**config.mk**
```make
export PLATFORM = sky130hd
export DESIGN_NAME = full_st0_ctrl_seq
export DESIGN_NICKNAME = d
export VERILOG_FILES = /design/src/rtl/full_st0_ctrl_seq_pkg.sv /design/src/rtl/full_st0_vld_delay.sv /design/src/rtl/full_st0_ctrl_seq.sv
export SDC_FILE = /design/constraint.sdc
export NUM_CORES = 1
export LEC_CHECK = 0
export ABC_AREA = 1
export CAP_MARGIN = 30
export CORE_MARGIN = 5
export CORE_UTILIZATION = 40
export CTS_BUF_LIST = sky130_fd_sc_hd__clkbuf_4
export CTS_CLUSTER_DIAMETER = 80
export DETAILED_ROUTE_END_ITERATION = 8
export RECOVER_POWER = 25
export SLEW_MARGIN = 20
export SYNTH_ARGS = -nofsm -noshare
export SYNTH_HDL_FRONTEND = slang
export SYNTH_SLANG_ARGS = --single-unit
```
**constraint.sdc**
```tcl
create_clock -name clk -period 1.3 [get_ports clk]
set_clock_uncertainty 0.1 [all_clocks]
set_input_delay 0.195 -clock clk [delete_from_list [all_inputs] [get_ports clk]]
set_output_delay 0.195 -clock clk [all_outputs]
set_load 0.01 [all_outputs]
```
**src/rtl/full_st0_ctrl_seq_pkg.sv**
```systemverilog
// Shared types and default dimensions for the stage-0 sequencer of the
// fully-connected layer. The output controller uses the same constants.
package full_st0_ctrl_seq_pkg;

  localparam int DEF_IN_LEN   = 6;
  localparam int DEF_NUM_ROWS = 12;
  localparam int DEF_PIPE_LAT = 5;
  localparam int DEF_PRE_LAT  = 3;

  typedef enum logic [2:0] {
    IDLE,
    LOAD,
    RUN,
    DRAIN,
    DONE
  } seq_state_e;

endpackage

```
**src/rtl/full_st0_vld_delay.sv**
```systemverilog
// Fixed-depth shift register with asynchronous active-low clear.
// any_set reports whether any stage still holds a non-zero value.
module full_st0_vld_delay #(
  parameter int DEPTH = 1,
  parameter int WIDTH = 1
) (
  input  logic             clk,
  input  logic             rst_n,
  input  logic [WIDTH-1:0] din,
  output logic [WIDTH-1:0] dout,
  output logic             any_set
);

  logic [WIDTH-1:0] sr_q [DEPTH];
  logic [WIDTH-1:0] sr_d [DEPTH];

  // Next contents: new value enters stage 0, every other stage takes its predecessor.
  always_comb begin
    sr_d[0] = din;
    for (int i = 1; i < DEPTH; i++) begin
      sr_d[i] = sr_q[i-1];
    end
  end

  // Stage registers; reset empties the whole line at once.
  always_ff @(posedge clk or negedge rst_n) begin
    if (!rst_n) begin
      for (int i = 0; i < DEPTH; i++) begin
        sr_q[i] <= '0;
      end
    end else begin
      sr_q <= sr_d;
    end
  end

  // Occupancy flag, used to decide when in-flight results have left.
  always_comb begin
    any_set = 1'b0;
    for (int i = 0; i < DEPTH; i++) begin
      any_set = any_set | (|sr_q[i]);
    end
  end

  assign dout = sr_q[DEPTH-1];

endmodule

```
**src/rtl/full_st0_ctrl_seq.sv**
```systemverilog
// Stage-0 sequencer: counts input-vector writes, then walks every tap row
// and data address, producing read strobes and pipeline-aligned markers.
// Optional feature: define FULL_ST0_SEQ_STALL_EN to let stage_0_data_out_rdy
// hold off the start of a new row.
module full_st0_ctrl_seq
  import full_st0_ctrl_seq_pkg::*;
#(
  parameter int IN_LEN   = DEF_IN_LEN,
  parameter int NUM_ROWS = DEF_NUM_ROWS,
  parameter int PIPE_LAT = DEF_PIPE_LAT,
  parameter int PRE_LAT  = DEF_PRE_LAT
) (
  input  logic       clk,
  input  logic       reset,
  input  logic       data_valid,
  output logic [5:0] data_write_addr,
  output logic [5:0] data_read_addr,
  output logic [3:0] tap_address,
  output logic       active_normal,
  output logic       active_start_d,
  output logic       active_pre,
  output logic       active,
  output logic [3:0] bias_wr_address,
  output logic       read_finish,
  input  logic       stage_0_data_out_rdy,
  output logic       busy,
  output logic       overrun
);

  localparam int BEAT_W = (IN_LEN > 1) ? $clog2(IN_LEN) : 1;

  seq_state_e        state_q, state_d;
  logic [5:0]        wcnt_q, wcnt_d;
  logic [BEAT_W-1:0] beat_q, beat_d;
  logic [3:0]        row_q, row_d;
  logic              overrun_q, overrun_d;
  logic              issue;
  logic              hold;
  logic              start_mark, last_mark, finish_mark;
  logic              pipe_any;
  logic              unused_start_any, unused_pre_any, unused_fin_any, unused_bias_any;

`ifdef FULL_ST0_SEQ_STALL_EN
  assign hold = (beat_q == '0) && !stage_0_data_out_rdy;
`else
  logic unused_rdy;
  assign unused_rdy = stage_0_data_out_rdy;
  assign hold = 1'b0;
`endif

  // Frame sequencing: write counting in LOAD, row/beat walk in RUN, then drain.
  always_comb begin
    state_d   = state_q;
    wcnt_d    = wcnt_q;
    beat_d    = beat_q;
    row_d     = row_q;
    overrun_d = overrun_q;
    issue     = 1'b0;
    if (data_valid && (state_q != LOAD)) begin
      overrun_d = 1'b1;
    end
    case (state_q)
      IDLE: state_d = LOAD;
      LOAD: begin
        if (data_valid) begin
          if (wcnt_q == 6'(IN_LEN - 1)) begin
            wcnt_d  = '0;
            state_d = RUN;
          end else begin
            wcnt_d = wcnt_q + 6'd1;
          end
        end
      end
      RUN: begin
        if (!hold) begin
          issue = 1'b1;
          if (beat_q == BEAT_W'(IN_LEN - 1)) begin
            beat_d = '0;
            if (row_q == 4'(NUM_ROWS - 1)) begin
              row_d   = '0;
              state_d = DRAIN;
            end else begin
              row_d = row_q + 4'd1;
            end
          end else begin
            beat_d = beat_q + BEAT_W'(1);
          end
        end
      end
      DRAIN: begin
        if (!pipe_any) begin
          state_d = DONE;
        end
      end
      DONE:    state_d = LOAD;
      default: state_d = IDLE;
    endcase
  end

  // Sequencer registers; reset aborts any frame in progress.
  always_ff @(posedge clk or negedge reset) begin
    if (!reset) begin
      state_q   <= IDLE;
      wcnt_q    <= '0;
      beat_q    <= '0;
      row_q     <= '0;
      overrun_q <= 1'b0;
    end else begin
      state_q   <= state_d;
      wcnt_q    <= wcnt_d;
      beat_q    <= beat_d;
      row_q     <= row_d;
      overrun_q <= overrun_d;
    end
  end

  assign start_mark  = issue && (beat_q == '0);
  assign last_mark   = issue && (beat_q == BEAT_W'(IN_LEN - 1));
  assign finish_mark = last_mark && (row_q == 4'(NUM_ROWS - 1));

  assign active_normal   = issue;
  assign data_write_addr = wcnt_q;
  assign data_read_addr  = 6'(beat_q);
  assign tap_address     = row_q;
  assign busy            = (state_q == RUN) || (state_q == DRAIN) || (state_q == DONE);
  assign overrun         = overrun_q;

  full_st0_vld_delay #(.DEPTH(1), .WIDTH(1)) u_start_dly (
    .clk(clk), .rst_n(reset), .din(start_mark), .dout(active_start_d), .any_set(unused_start_any)
  );

  full_st0_vld_delay #(.DEPTH(PRE_LAT), .WIDTH(1)) u_pre_dly (
    .clk(clk), .rst_n(reset), .din(last_mark), .dout(active_pre), .any_set(unused_pre_any)
  );

  full_st0_vld_delay #(.DEPTH(PIPE_LAT), .WIDTH(1)) u_act_dly (
    .clk(clk), .rst_n(reset), .din(last_mark), .dout(active), .any_set(pipe_any)
  );

  full_st0_vld_delay #(.DEPTH(PIPE_LAT), .WIDTH(1)) u_fin_dly (
    .clk(clk), .rst_n(reset), .din(finish_mark), .dout(read_finish), .any_set(unused_fin_any)
  );

  full_st0_vld_delay #(.DEPTH(PIPE_LAT - 1), .WIDTH(4)) u_bias_dly (
    .clk(clk), .rst_n(reset), .din(row_q), .dout(bias_wr_address), .any_set(unused_bias_any)
  );

endmodule

```
==> results.toml, run 1 <==
[cts]
clockBufferDepth = 2
clk_latency_ns = 0.35
tritoncts = "yes"
cts_buffers = 5
cts-root-buf = "clkbuf_4"
htreeDepth = 2
clk_pin_slew_ns = 0.12
cts.sinks = 44

[drt]
firstDrtPassIters = 4
drc = 0
drt_iter0_markers = 98
routed_via_density = 4.74
postRouteAntennaNets = 0
post_drt_wl_per_cell_um = 13.1
vias = 1251
wirelength_mm = 3.46

[final_layout]
final_util_pct = 57.9
drive_gt1_share_pct = 50.9
nFillCells = 341
fin_nets = 220
stdcell_area_um2 = 2350
diodes = 0
area_delta_synth_final_pct = 38.1

[setup_path]
crit_chain = "inv_2, nand3_4, inv_4, buf_6"
critPathArrivalTime_ns = 1.13
cp_top_family = "flip-flops"
cp_max_fo = 3
slowest_stage = "dfrtp_1"
cp-end-kind = "output port"
crit_required_ns = 1.00
slowest_delay_ns = 0.43
start_kind = "flip-flop"
crit_buf_inv = 3
crit_type = "reg -> out"

[yosys]
yosysTopAreaCell = "dfrtp_1"
ys.flop_type = "dfrtp_1"
synthArstFlopShare_pct = 100
yosysUniqueCellTypes = 28
postSynthAreaPerCell_um2 = 11.0
yosysSeqAreaShare_pct = 64.7
yosysWarningCount = 0
synth_common_cells = "dfrtp_1 (44), nand2_1 (23), inv_1 (17)"
synthTopCellsByArea = "dfrtp_1 (65%), nand2_1 (5.1%), nand3_1 (4.4%)"
synth.most_common_cell = "dfrtp_1"
synth_cells = 154
synth_top_area_share_pct = 64.7
syn-cell-area_um2 = 1700
synth.ff_latch_count = 44
synth-edff-count = 0

[floorplan]
die_h_um = 75.2
start_util_pct = 41.9
die_width_um = 75.2
core_area_um2 = 4060
fp.dieArea_um2 = 5660
row_count = 23
io_pins = 31

[timing]
hold_slack_ns = 0.261
max_freq_mhz = 701
tightest_slew_ns = 0.566
period_share_pct = 110
setup_violations = 9
setup_ws_ns = -0.126
timing.slew.headroom_pct = 62.2
fin_crit_ns = 1.43
slew_viol_final = 0
final_hold_viol_count = 0
rsz0062_at_grt = "yes"

[min_path]
hold_class = "reg -> reg"

[outcome]
status = "finished with violations"
failed_checks = "setup timing"

[power_and_ir_drop]
p_leak_nw = 1.20
ir_worst_vdd_mv = 1.15
power.density_nw_per_um2 = 1930

[global_routing]
grt_pass1_vias = 1299
grt_max_degree = 45
gr-total-overflow = 0
grt_usage_pct = 14.3
antenna_found_initial = 0
grt_pass1_wl_mm = 6.02

[place]
io_buffers = 26
placed_area_um2 = 2110
gp_congestion = 0.782
dp.final_hpwl_mm = 2.20

[run]
cap_violations = 0
-- logic make-up after synthesis --
logic type	share of synthesized area, %
DFF	64.7
AOI/OAI and AO/OA	4.78
adders and majority gates	2.21
other	0.220
buffers and inverters	8.24
xor gates and xnor gates	1.54
and+or+nand+nor	18.3
-- cell type report --
cell class,instances,area [um2],share of cell area [%]
Clock inverter,3,18.8,0.799
Multi-Input combinational cell,84,648,27.6
Sequential cell,44,1100,47.0
Timing Repair Buffer,56,384,16.3
Tap cell,50,62.6,2.66
Inverter,22,95.1,4.05
Clock buffer,5,37.5,1.60
-- worst register-to-register path: stages, from the launching register on --
cell     delay (ns)
dfrtp_1        0.41
buf_6          0.13
inv_4          0.06
ha_4           0.13
nand2_4        0.05
nor2_4         0.10
nand3_2        0.09
nand2_4        0.10
nand3_2        0.07
nor2_2         0.11
-- flip-flops by register name, summed over array words and instances (netlist names) --
register	flops
beat_q	3
data_write_addr	6
overrun	1
state_q	3
tap_address	4
u_act_dly.dout	1
u_act_dly.sr_d	4
u_bias_dly.dout	4
u_bias_dly.sr_d	12
u_fin_dly.dout	1
u_fin_dly.sr_d	4
u_start_dly.any_set	1
-- routing by layer --
layer	vias up	part of all wire, %	track usage (%)
met5	-	0	0
met4	0	1.0	4.47
met3	5	6.0	4.94
met2	28	53	23.8
met1	613	40	17.6
li1	605	-	-
-- cells in the final DEF (no fill, tap or decap), types with 5 or more instances in the layout --
cell,count
nand2_1,16
inv_1,11
nor2_4,5
inv_2,8
nand2_2,8
dfrtp_1,42
nor2_1,5
buf_2,12
buf_4,24
nand3_1,8
clkbuf_2,12
clkbuf_4,6
nand3_2,6
o21ai_1,5
buf_6,5
-- path summary, 6_finish.rpt --
kind                                     from                 end  slack (ns)  depth (start not counted)
setup / recovery                   state_q[2]       active_normal       -0.13                          4
hold / removal              u_fin_dly.sr_d[3]   u_fin_dly.sr_d[2]        0.26                          0
setup reg to reg           data_write_addr[1]          state_q[2]       -0.11                          9
hold reg to reg             u_fin_dly.sr_d[3]   u_fin_dly.sr_d[2]        0.26                          0
max in group asynchronous               reset          state_q[1]        0.31                          3
min in group asynchronous               reset  u_bias_dly.sr_d[5]        0.37                          3
-- per-stage QoR --
step	worst slack [ns]	setup TNS (ns)	total power, mW	cells
CTS	-0.135	-0.326	4.39	263
floorplan	0.00106	0	2.64	156
global placement	-0.137	-0.597	3.38	241
detailed placement	-0.150	-0.751	3.45	241
global route	-0.220	-1.38	4.88	264
finish	-0.126	-0.494	4.54	264
-- power breakdown --
group | switching (mW) | leakage, nW | internal, mW
clock | 0.434 | 0.0349 | 0.208
combinational | 1.19 | 0.578 | 0.951
sequential | 0.144 | 0.588 | 1.62
total | 1.76 | 1.20 | 2.78
-- timing repair --
item	CTS	global route
setup buffers	12	2
setup endpoints to repair	32	33
cloned	1	0
hold buffers	1	0
endpoints found under the hold margin	44	0
resized for setup	90	50
pin swaps	6	10
(Power assumes the default switching activity.)
==> run 2: changes to the inputs <==
--- a/config.mk
+++ b/config.mk
@@ -5,7 +5,6 @@
 export SDC_FILE = /design/constraint.sdc
 export NUM_CORES = 1
 export LEC_CHECK = 0
-export ABC_AREA = 1
 export CAP_MARGIN = 30
 export CORE_MARGIN = 5
 export CORE_UTILIZATION = 40
==> run 2 against run 1 <==
  * The flow still finishes with violations (setup timing)
  * Critical path depth down 1
  * Clock power up 31%
  * Global-route usage increased by 0.18 points
  * Cell count fell by 4.9%
  * Die area is 0.45% lower
  * Maximum frequency fell by 15%
  * Critical endpoint unchanged
  * Largest cell class unchanged
  * Largest power group is now sequential cells
==> results.toml, run 2 <==
[cts]
cts.sinks = 44
htreeDepth = 2
tritoncts = "yes"
clk_pin_slew_ns = 0.13
clockBufferDepth = 2
cts_buffers = 5
clk_latency_ns = 0.36
cts-root-buf = "clkbuf_4"

[yosys]
synth_top_area_share_pct = 65.0
yosysUniqueCellTypes = 41
synthArstFlopShare_pct = 100
yosysSeqAreaShare_pct = 65.0
postSynthAreaPerCell_um2 = 13.9
synthTopCellsByArea = "dfrtp_1 (65%), buf_4 (3.1%), mux2_4 (2.7%)"
synth.most_common_cell = "dfrtp_1"
synth_common_cells = "dfrtp_1 (44), buf_4 (7), nor2_1 (7), o21ai_0 (7), nand2_1 (4)"
yosysTopAreaCell = "dfrtp_1"
synth.ff_latch_count = 44
ys.flop_type = "dfrtp_1"
synth_cells = 122
yosysWarningCount = 0
syn-cell-area_um2 = 1690
synth-edff-count = 0

[floorplan]
die_h_um = 75.1
core_area_um2 = 4060
die_width_um = 75.1
io_pins = 31
start_util_pct = 41.7
row_count = 23
fp.dieArea_um2 = 5630

[final_layout]
final_cell_mix = "dfrtp_1 (42), buf_4 (32), buf_6 (23)"
largest_reg_flops = 12
drive_gt1_share_pct = 59.7
stdcell_area_um2 = 2600
area_delta_synth_final_pct = 53.4
diodes = 0
fin_nets = 207
final_common_cell = "dfrtp_1"
nFillCells = 324

[global_routing]
grt_pass1_wl_mm = 5.91
grt_usage_pct = 14.5
grt_max_degree = 45
gr-total-overflow = 0
grt_pass1_vias = 1297
antenna_found_initial = 0

[timing]
slew_viol_final = 0
setup_ws_ns = -0.371
max_freq_mhz = 598
tightest_slew_ns = 0.594
rsz0062_at_grt = "yes"
setup_violations = 24
timing.slew.headroom_pct = 60.4
fin_crit_ns = 1.67
period_share_pct = 129
final_hold_viol_count = 0

[setup_path]
critPathArrivalTime_ns = 1.38
crit_type = "reg -> out"
slowest_delay_ns = 0.45
cp_max_fo = 2
crit_buf_inv = 2
cp-end-kind = "output port"
start_kind = "flip-flop"
slowest_stage = "or3b_4"
cp_top_family = "simple AND/OR/NAND/NOR gates"
crit_required_ns = 1.00
crit_chain = "or3b_4, clkinv_8, buf_6"

[drt]
vias = 1208
postRouteAntennaNets = 0
routed_via_density = 4.81
wirelength_mm = 3.58
drc = 0
drt_iter0_markers = 33
firstDrtPassIters = 3
post_drt_wl_per_cell_um = 14.2

[outcome]
failed_checks = "setup timing"
status = "finished with violations"

[place]
gp_congestion = 0.783
dp.final_hpwl_mm = 2.22
io_buffers = 26
dp_slack_ns = -0.448
placed_area_um2 = 2190

[power_and_ir_drop]
ir_worst_vdd_mv = 0.834
p_leak_nw = 1.30
power.density_nw_per_um2 = 1480

[run]
cap_violations = 0

[min_path]
hold_class = "reg -> reg"
run 2: cell types whose count changed in the layout (fill, tap and decap cells not counted), sizes merged, moves of 4 or more:
cell,delta
nand3,-13
buf,+22
mux2,+4
inv,-20
nand2,-21
nor2,-4
run 2: routing by layer:
layer  vias to the layer above  track usage, %  share of wire, %
li1                        576               -                 -
met1                       603            15.8                39
met2                        25            26.4                54
met3                         4            4.41               5.8
met4                         0            4.94               1.3
met5                         -               0                 0
run 2: path summary, 6_finish.rpt:
kind / start / endpoint / slack (ns) / depth (start not counted)
min: u_fin_dly.sr_d[0] / u_fin_dly.dout / 0.26 / 0
max: state_q[0] / active_normal / -0.37 / 3
max reg2reg: state_q[0] / tap_address[1] / -0.34 / 6
min in group asynchronous: reset / data_write_addr[1] / 0.37 / 3
min reg2reg: u_fin_dly.sr_d[0] / u_fin_dly.dout / 0.26 / 0
max in group asynchronous: reset / beat_q[0] / 0.30 / 3
run 2: power breakdown:
| part | internal [mW] | switching (mW) |
|---|---|---|
| logic | 0.799 | 0.627 |
| registers | 1.49 | 0.0749 |
| clock network | 0.402 | 0.441 |
| total | 2.69 | 1.14 |
run 2: final cells by class:
class | count | area, um2 | area share (%)
inverter | 3 | 26.3 | 1.01
sequential | 44 | 1100 | 42.5
clock buffer | 5 | 37.5 | 1.45
timing repair buffer | 77 | 632 | 24.3
clock inverter | 3 | 42.5 | 1.64
multi-input combinational | 69 | 693 | 26.7
tap | 50 | 62.6 | 2.41
run 2: timing repair:
action,4_1_cts,5_1_grt
setup endpoints to repair,43,40
pin swaps,10,12
hold buffers,1,0
buffers inserted,22,8
resized for setup,108,44
hold endpoints to repair,44,0
run 2: worst register-to-register path: stages, from the launching register on:
cell and delay (ns):
dfrtp_1 0.41, or3b_4 0.45, clkinv_8 0.07, buf_8 0.11, nand2_4 0.06, inv_4 0.06
mux2_4 0.29
run 2: kinds of logic after synthesis:
| kind of cell | after synthesis | share of synthesized area, % |
|---|---|---|
| XOR/XNOR | 3 | 1.55 |
| flip-flops | 44 | 65.0 |
| buffers and inverters | 11 | 5.17 |
| adder cells (fa/ha/maj) | 3 | 2.22 |
| AND/OR/NAND/NOR | 37 | 14.9 |
| other | 1 | 0.222 |
| AO/OA/AOI/OAI | 19 | 7.54 |
| multiplexers | 4 | 3.33 |
run 2: metrics by stage:
step	hold WS (ns)	instances	total power, mW	TNS [ns]	util [%]
after CTS	0.229	249	3.70	-4.66	61.9
after global placement	0.0847	219	2.59	-4.82	54.1
after global routing	0.276	251	4.09	-5.47	64.0
final	0.264	251	3.84	-4.28	64.0
after floorplan	-0.201	124	2.04	-1.55	-
after detailed placement	0.0909	219	2.62	-5.09	54.1
